==> config.mk <==
export PLATFORM = sky130hd
export DESIGN_NAME = acs_pm_array
export DESIGN_NICKNAME = d
export VERILOG_FILES = /design/src/rtl/viterbi_pkg.sv /design/src/rtl/acs_pm_array_acs_cell.sv /design/src/rtl/acs_pm_array.sv
export SDC_FILE = /design/constraint.sdc
export NUM_CORES = 1
export LEC_CHECK = 0
export BUFFER_PORTS_ARGS = -buffer_cell sky130_fd_sc_hd__buf_4
export CELL_PAD_IN_SITES_DETAIL_PLACEMENT = 1
export CELL_PAD_IN_SITES_GLOBAL_PLACEMENT = 1
export CORE_ASPECT_RATIO = 1.2
export CORE_MARGIN = 1.5
export CORE_UTILIZATION = 41
export DETAILED_ROUTE_END_ITERATION = 16
export PLACE_DENSITY = 0.81
export REMOVE_ABC_BUFFERS = 1
export SYNTH_ARGS = -nofsm -noshare
export SYNTH_HDL_FRONTEND = slang
export SYNTH_SLANG_ARGS = --single-unit
==> constraint.sdc <==
create_clock -name i_clk -period 7.7 [get_ports i_clk]
set_clock_uncertainty 0.1 [all_clocks]
set_input_delay 1.54 -clock i_clk [delete_from_list [all_inputs] [get_ports i_clk]]
set_output_delay 1.54 -clock i_clk [all_outputs]
set_load 0.005 [all_outputs]
==> src/rtl/viterbi_pkg.sv <==
// Shared Viterbi decoder constants, types and arithmetic helpers used by the
// add-compare-select path-metric array.
package viterbi_pkg;

    localparam int K_DEF    = 3;
    localparam int PM_W_DEF = 6;
    localparam int N_ST     = 2 ** (K_DEF - 1);

    typedef logic [PM_W_DEF-1:0] pm_t;

    // Codeword bit for generator g; u is the newest input bit above p_w state bits.
    function automatic logic parity_cw(input int unsigned g, input int unsigned u,
                                       input int unsigned p, input int unsigned p_w);
        int unsigned taps;
        taps = g & ((u << p_w) | p);
        return ^taps;
    endfunction

    // Unsigned add clamped to the largest w-bit value instead of wrapping.
    function automatic int unsigned sat_add(input int unsigned a, input int unsigned b,
                                            input int unsigned w);
        logic [63:0] sum;
        logic [63:0] max_v;
        sum   = 64'(a) + 64'(b);
        max_v = (64'd1 << w) - 64'd1;
        return (sum > max_v) ? 32'(max_v) : 32'(sum);
    endfunction

endpackage

==> src/rtl/acs_pm_array_acs_cell.sv <==
// One add-compare-select cell: two saturating candidate sums and a select that
// keeps the even predecessor on a tie.
module acs_cell
    import viterbi_pkg::*;
#(
    parameter int PM_W = 6,
    parameter int BM_W = 2
) (
    input  logic [PM_W-1:0] pm0,
    input  logic [PM_W-1:0] pm1,
    input  logic [BM_W-1:0] bm0,
    input  logic [BM_W-1:0] bm1,
    output logic [PM_W-1:0] cand_min,
    output logic            dec
);

    logic [PM_W-1:0] cand0_s;
    logic [PM_W-1:0] cand1_s;

    assign cand0_s = PM_W'(sat_add(32'(pm0), 32'(bm0), PM_W));
    assign cand1_s = PM_W'(sat_add(32'(pm1), 32'(bm1), PM_W));

    // Strictly smaller odd-predecessor candidate wins; equality stays with p0.
    always_comb begin
        if (cand1_s < cand0_s) begin
            cand_min = cand1_s;
            dec      = 1'b1;
        end else begin
            cand_min = cand0_s;
            dec      = 1'b0;
        end
    end

endmodule

==> src/rtl/acs_pm_array.sv <==
// Registered add-compare-select array: holds every trellis path metric and
// updates them once per accepted branch-metric set, with normalisation.
module acs_pm_array
    import viterbi_pkg::*;
#(
    parameter int          K       = 3,
    parameter int unsigned G0      = 32'o7,
    parameter int unsigned G1      = 32'o5,
    parameter int          BM_W    = 2,
    parameter int          PM_W    = 6,
    parameter int unsigned INIT_PM = 32'd16
) (
    input  logic                          i_clk,
    input  logic                          i_rst_n,
    input  logic                          i_start,
    input  logic                          i_bm_valid,
    input  logic [4*BM_W-1:0]             i_bm,
    output logic                          o_valid,
    output logic [(2**(K-1))*PM_W-1:0]    o_pm,
    output logic [(2**(K-1))-1:0]         o_dec,
    output logic [K-2:0]                  o_best_state,
    output logic                          o_norm
);

    localparam int NUM_ST = 2 ** (K - 1);
    localparam int SW     = K - 1;

    logic [PM_W-1:0]   pm_r       [NUM_ST];
    logic [PM_W-1:0]   cand_min_s [NUM_ST];
    logic [PM_W-1:0]   new_pm_s   [NUM_ST];
    logic [NUM_ST-1:0] dec_s;
    logic              all_msb_s;
    logic [SW-1:0]     best_s;
    logic [PM_W-1:0]   best_pm_s;

    for (genvar s = 0; s < NUM_ST; s++) begin : g_acs
        // Next state s = {u, p[SW-1:1]}; its predecessors differ only in the oldest bit.
        localparam int U_I  = s >> (SW - 1);
        localparam int P0_I = (s << 1) % NUM_ST;
        localparam int P1_I = P0_I + 1;
        localparam int IDX0 = 2 * int'(parity_cw(G0, U_I, P0_I, SW)) + int'(parity_cw(G1, U_I, P0_I, SW));
        localparam int IDX1 = 2 * int'(parity_cw(G0, U_I, P1_I, SW)) + int'(parity_cw(G1, U_I, P1_I, SW));

        acs_cell #(
            .PM_W (PM_W),
            .BM_W (BM_W)
        ) u_cell (
            .pm0      (pm_r[P0_I]),
            .pm1      (pm_r[P1_I]),
            .bm0      (i_bm[IDX0*BM_W +: BM_W]),
            .bm1      (i_bm[IDX1*BM_W +: BM_W]),
            .cand_min (cand_min_s[s]),
            .dec      (dec_s[s])
        );

        assign o_pm[s*PM_W +: PM_W] = pm_r[s];
    end

    // Normalise when every new metric has its MSB set, then find the lowest-index minimum.
    always_comb begin
        all_msb_s = 1'b1;
        best_s    = '0;
        for (int s = 0; s < NUM_ST; s++) begin
            all_msb_s = all_msb_s & cand_min_s[s][PM_W-1];
        end
        for (int s = 0; s < NUM_ST; s++) begin
            new_pm_s[s] = all_msb_s ? {1'b0, cand_min_s[s][PM_W-2:0]} : cand_min_s[s];
        end
        best_pm_s = new_pm_s[0];
        for (int s = 1; s < NUM_ST; s++) begin
            best_s    = (new_pm_s[s] < best_pm_s) ? SW'(s) : best_s;
            best_pm_s = (new_pm_s[s] < best_pm_s) ? new_pm_s[s] : best_pm_s;
        end
    end

    // Metric register file and output registers; start reloads the frame metrics and wins over valid.
    always_ff @(posedge i_clk or negedge i_rst_n) begin
        if (!i_rst_n) begin
            for (int s = 0; s < NUM_ST; s++) begin
                pm_r[s] <= (s == 0) ? '0 : PM_W'(INIT_PM);
            end
            o_dec        <= '0;
            o_valid      <= 1'b0;
            o_best_state <= '0;
            o_norm       <= 1'b0;
        end else if (i_start) begin
            for (int s = 0; s < NUM_ST; s++) begin
                pm_r[s] <= (s == 0) ? '0 : PM_W'(INIT_PM);
            end
            o_dec        <= '0;
            o_valid      <= 1'b0;
            o_best_state <= '0;
            o_norm       <= 1'b0;
        end else if (i_bm_valid) begin
            pm_r         <= new_pm_s;
            o_dec        <= dec_s;
            o_valid      <= 1'b1;
            o_best_state <= best_s;
            o_norm       <= all_msb_s;
        end else begin
            o_valid      <= 1'b0;
            o_norm       <= 1'b0;
        end
    end

endmodule
### Yosys cells after proc, flatten, opt, wreduce, memory -nomap -nowiden

Cells that the tools add are included.
Widths: inputs -> output; s select.

| word-level totals | value |
|---|---|
| input bits | 12 |
| register bits after elaboration | 32 |

| cells by class | value |
|---|---|
| multiplexer cells | 35 |
| bitwise logic cells | 3 |
| $lt $le $gt $ge | 15 |
| reduce and logical (&&, ||, !) cells | 1 |
| $add $sub $neg | 8 |

Operators by type and width:

| operator | count |
|---|---|
| $mux 6 | 18 |
| $add 6x2->7 | 8 |
| $gt 7x6->1 const B | 8 |
| $mux 24 | 2 |
| $lt 6x6->1 | 7 |
| $mux 1 | 9 |
| $mux 2 | 4 |
| $mux 4 | 2 |
| $and 1x1->1 | 3 |
| $reduce_bool 2->1 | 1 |

### Depth between registers and ports, before layout

| logic depth | value |
|---|---|
| depth in word-level cells | 17 |
| gate-level depth with buffers | 41 |

### Cells and area by module

A second synthesis with hierarchy kept.

| second synthesis, totals | value |
|---|---|
| cells, all modules | 449 |
| area, all modules | 4026.4 um^2 |

By module, submodules not included:

| module | times used | cells an instance | area each (um^2) |
|---|---|---|---|
| acs_pm_array | 1 | 189 | 1930.6 |
| acs_cell (g_acs[1].u_cell ...) | 3 | 66 | 533.0 |
| acs_cell (g_acs[0].u_cell) | 1 | 62 | 496.7 |

### Worst setup path after synthesis

No wires, ideal clock.

| timing path | value |
|---|---|
| path type | input to register |
| start | input port i_bm[2] |
| end | register o_best_state[1] |
| required time | 7506 ps |
| stages | 38 |
| arrival | 8471 ps |
| path buffers | 2 |
| slack | -965 ps |
| cell sequence | ha_1 > fa_1 > or3_1 > o21ai_0 > inv_1 > ha_1 > or4_1 > nor2_1 > and3_4 > nor2_8 > a21oi_1 > ha_1 > a21oi_1 > o31ai_1 > a21oi_1 > nor2_1 > or3_1 > buf_6 > [... 2 more ...] > a21o_1 > a21o_1 > a21oi_1 > nand2_1 > or2_2 > or4_1 > o211ai_1 > buf_4 > inv_2 > a21o_1 > ha_1 > a21oi_1 > nor2b_1 > o21ai_0 > nand2b_1 > a21oi_1 > o22ai_1 > a211oi_1 |

| on the way | value |
|---|---|
| cells in the longest elaborated chain, start to end | 17 |

Ends and longest elaborated chain:

| element | RTL line | RTL |
|---|---|---|
| start: declaration | acs_pm_array.sv:17 | `input logic [4*BM_W-1:0] i_bm,` |
| $add 6x2->7 | viterbi_pkg.sv:24 | `sum = 64'(a) + 64'(b);` |
| $gt 7x6->1 | viterbi_pkg.sv:26 | `return (sum > max_v) ? 32'(max_v) : 32'(sum);` |
| $mux 6 | viterbi_pkg.sv:26 |  |
| $lt 6x6->1 | acs_pm_array_acs_cell.sv:25 | `if (cand1_s < cand0_s) begin` |
| $mux 6 | acs_pm_array_acs_cell.sv:25 |  |
| $and 1x1->1 (3 in a row) | acs_pm_array.sv:64 | `all_msb_s = all_msb_s & cand_min_s[s][PM_W-1];` |
| $mux 6 | acs_pm_array.sv:67 | `new_pm_s[s] = all_msb_s ? {1'b0, cand_min_s[s][PM_W-2:0]} : cand_min_s[s];` |
| $lt 6x6->1 | acs_pm_array.sv:72 | `best_pm_s = (new_pm_s[s] < best_pm_s) ? new_pm_s[s] : best_pm_s;` |
| $mux 6 | acs_pm_array.sv:72 |  |
| $lt 6x6->1 | acs_pm_array.sv:71, acs_pm_array.sv:72 |  |
| $mux 6 | acs_pm_array.sv:72 |  |
| $lt 6x6->1 | - |  |
| $mux 2 (*) | acs_pm_array.sv:71 | `best_s = (new_pm_s[s] < best_pm_s) ? SW'(s) : best_s;` |
| $mux 2 (*) | acs_pm_array.sv:94 | `end else if (i_bm_valid) begin` |
| $mux 2 (*) | acs_pm_array.sv:86 | `end else if (i_start) begin` |
| end signal: assignment | acs_pm_array.sv:98 | `o_best_state <= best_s;` |
| end: declaration | acs_pm_array.sv:21 | `output logic [K-2:0] o_best_state,` |

Every way passes the cells marked *; elsewhere a longest branch is shown, timed or not. The select of a mux whose other input is x is not followed.
A chain may end at the register's enable or synchronous reset.

### Worst setup path in the final report

| timing path | value |
|---|---|
| start | input port i_bm[1] |
| end | register o_best_state[1] |

Same word-level chain as after synthesis.

==> reports/results.tsv <==
stage	metric	value	unit
setup_path	worstPathRequired	7.82	ns
timing	hold_slack	0.479	ns
floorplanning	dieArea	0.0103	sq mm
synth	synth_edf_count	0	
synth	ys.flop_type	dfrtp_1	
finish	fin_area	0.00621	sq mm
floorplanning	core_area	0.00947	sq mm
timing	slew_violations	0	
finish	num_antenna_cells	0	
route	viasPerCell	6.63	
global_route	grt_pass1_vias	5505	
floorplanning	initial_core_util	0.418	
place	place.gp.congestion	0.893	
place	placed_area	0.00517	sq mm
route	routed_wl	24000	um
floorplanning	ioPinCount	44	
run_status	outcome	complete, but fails checks	
floorplanning	die_y	111	um
setup_path	path_class	primary input to register	
clock_network	clkTransAtPathRegs	0.06	ns
synth	async_flop_share	1.00	
setup_path	cp_slowest_cell	or4_4	
clock_network	numCtsBuffers	5	
clock_network	cts_hold_buf	0	
timing	worst_slew_pin_slew	0.994	ns
finish	area_delta_synth_final	56.9	%
setup_path	cp.arrival	9.38	ns
flow_run	cap_viol_max_count	0	
timing	final.setup.worst_slack	-1.56	ns
clock_network	h-tree-depth	2	
clock_network	cts_tree	built	
min_path	hold_path_class	register to register	
clock_network	clk_path_buf_depth	2	
global_route	grt_usage	0.389	
synth	synthesis.area	0.00396	sq mm
place	dpl.hpwl	11700	um
route	firstDrtPassIters	5	
global_route	gr-total-overflow	0	
floorplanning	rows	39	
global_route	grt_max_degree	33	
timing	period_minus_slack	9.26	ns
synth	avgSynthCellArea	8.21	sq um
route	drt-initial-drc-count	476	
finish	nFillCells	1102	
synth	ys_seq_area_frac	0.203	
setup_path	end_kind	register	
timing	relSlewSlack	0.331	
route	wl_per_cell	29.7	um
min_path	hold_depth	2	
place	io_buffers	43	
finish	fin_nets	754	
timing	finalCritPeriodShare	1.20	
synth	synth_cells	482	
setup_path	cpMostUsedCell	a21oi_2	
setup_path	cp_max_fo	5	
global_route	antenna_found_initial	0	
timing	clock.fmax	108	MHz
route	vias	5361	
setup_path	reg2reg_depth	36	
synth	yosys_warnings	0	
clock_network	clk_latency	0.31	ns
route	remaining_drc_errors	0	
global_route	grt_pass1_wl	30300	um
floorplanning	fp.dieW	92.7	um
timing	rsz0062_at_grt	yes	
finish	drive_gt1_frac	0.483	
clock_network	cts-root-buf	clkbuf_16	
run_status	violations	negative setup slack	
synth	ys_ff_latch	32	
timing	finalSetupViolations	2	
clock_network	cts_sinks	32	
synth	yosys.cell_types.count	67	
setup_path	critPathLaunchType	primary input	
setup_path	slowest_delay	0.48	ns
timing	finalHoldViolations	0	
route	ant_nets	0	
logic make-up after synthesis:
group	count (synthesis)	share of synthesized area
AND/OR/NAND/NOR	170	0.213
AO/OA/AOI/OAI	131	0.219
adder cells (fa/ha/maj)	57	0.195
buffers and inverters	51	0.0610
multiplexers	37	0.100
flip-flops	32	0.203
XOR/XNOR	4	0.00885
synth_stat cells (4+ instances only):
library cell | count | share of area
a211oi_1 | 9 | 0.017
a21o_1 | 11 | 0.021
a21oi_1 | 38 | 0.048
a31oi_1 | 12 | 0.019
buf_2 | 4 | 0.0051
buf_4 | 4 | 0.0076
buf_6 | 4 | 0.011
clkbuf_1 | 7 | 0.0066
dfrtp_1 | 29 | 0.18
fa_1 | 8 | 0.040
ha_1 | 49 | 0.15
inv_1 | 29 | 0.027
mux2_2 | 6 | 0.017
mux2i_1 | 27 | 0.068
nand2_1 | 26 | 0.025
nand2b_1 | 9 | 0.014
nand3_1 | 16 | 0.020
nor2_1 | 69 | 0.065
nor2b_1 | 5 | 0.0079
nor3_1 | 9 | 0.011
o21a_1 | 7 | 0.013
o21ai_0 | 23 | 0.029
or2_2 | 6 | 0.0095
or3_1 | 6 | 0.0095
sequential cells by signal, summed over array words and instances (netlist names):
register and count:
o_pm 24, o_best_state 2, o_norm 1, o_valid 1
o_dec 4
layout make-up:
| type | instances | area, sq um | area share |
|---|---|---|---|
| clock buffers | 5 | 125 | 0.0201 |
| clock inverters | 3 | 42.5 | 0.00685 |
| inverters | 30 | 115 | 0.0185 |
| multi-input cells | 399 | 3330 | 0.537 |
| flip-flops and latches | 32 | 805 | 0.130 |
| well taps | 123 | 154 | 0.0248 |
| repair buffers | 217 | 1640 | 0.263 |
stage by stage:
| stage | setup slack, ns | cells | util | setup TNS, ns |
|---|---|---|---|---|
| after floorplan | -1.05 | 461 | - | -2.04 |
| after global placement | -1.19 | 742 | 0.546 | -2.32 |
| after detailed placement | -1.57 | 742 | 0.546 | -3.07 |
| after CTS | -0.763 | 793 | 0.618 | -1.52 |
| after global routing | -1.61 | 809 | 0.656 | -3.19 |
| final | -1.56 | 809 | 0.656 | -3.08 |
placed cells by master (no fill, tap or decap), drive strengths merged, types with 6 or more instances in the layout:
cell type  netlist  routed
buf             14     217
nor2            70      70
ha              49      49
a21oi           41      41
inv             30      30
dfrtp           29      29
mux2i           28      28
nand2           27      27
o21ai           26      26
nand3           17      17
a31oi           12      12
a21o            11      11
a211oi          10      10
nand2b           9       9
nor3             9       9
mux2             9       9
fa               8       8
o21a             7       7
or2              7       7
or3              6       6
worst max-delay path: cells and delay by family:
family,cells,cell delay [ns]
AO/OA/AOI/OAI,19,3.49
AND/OR/NAND/NOR,10,1.99
adder cells (fa/ha/maj),5,1.29
buffers and inverters,5,0.72
multiplexers,1,0.33
per-layer routing:
layer | wire [um] | track usage | up-vias
met5 | 0 | 0 | -
met4 | 2340 | 0.270 | 0
met3 | 1810 | 0.0647 | 197
met2 | 11800 | 0.718 | 423
met1 | 8100 | 0.387 | 2604
li1 | - | - | 2137
timing repair:
item                                    in CTS  in global routing
pin swaps                                   29                 28
endpoints found under the setup margin       2                  2
hold endpoints to repair                     0                  0
gates resized for setup                     54                 45
buffers inserted                            44                 16
final timing paths:
kind / from / end / slack (ns)
worst max-delay path: i_bm[1] / o_best_state[1] / -1.56
min in group asynchronous: i_rst_n / o_pm[13] / 1.10
worst min register to register: o_dec[3] / o_dec[3] / 0.48
worst min-delay path: o_dec[3] / o_dec[3] / 0.48
worst max register to register: o_pm[14] / o_best_state[1] / -0.75
max in group asynchronous: i_rst_n / o_pm[10] / 6.03
Power is left out: the tool's default activity adds up to more than one toggle a clock period on the data nets, which glitch-free logic cannot reach.
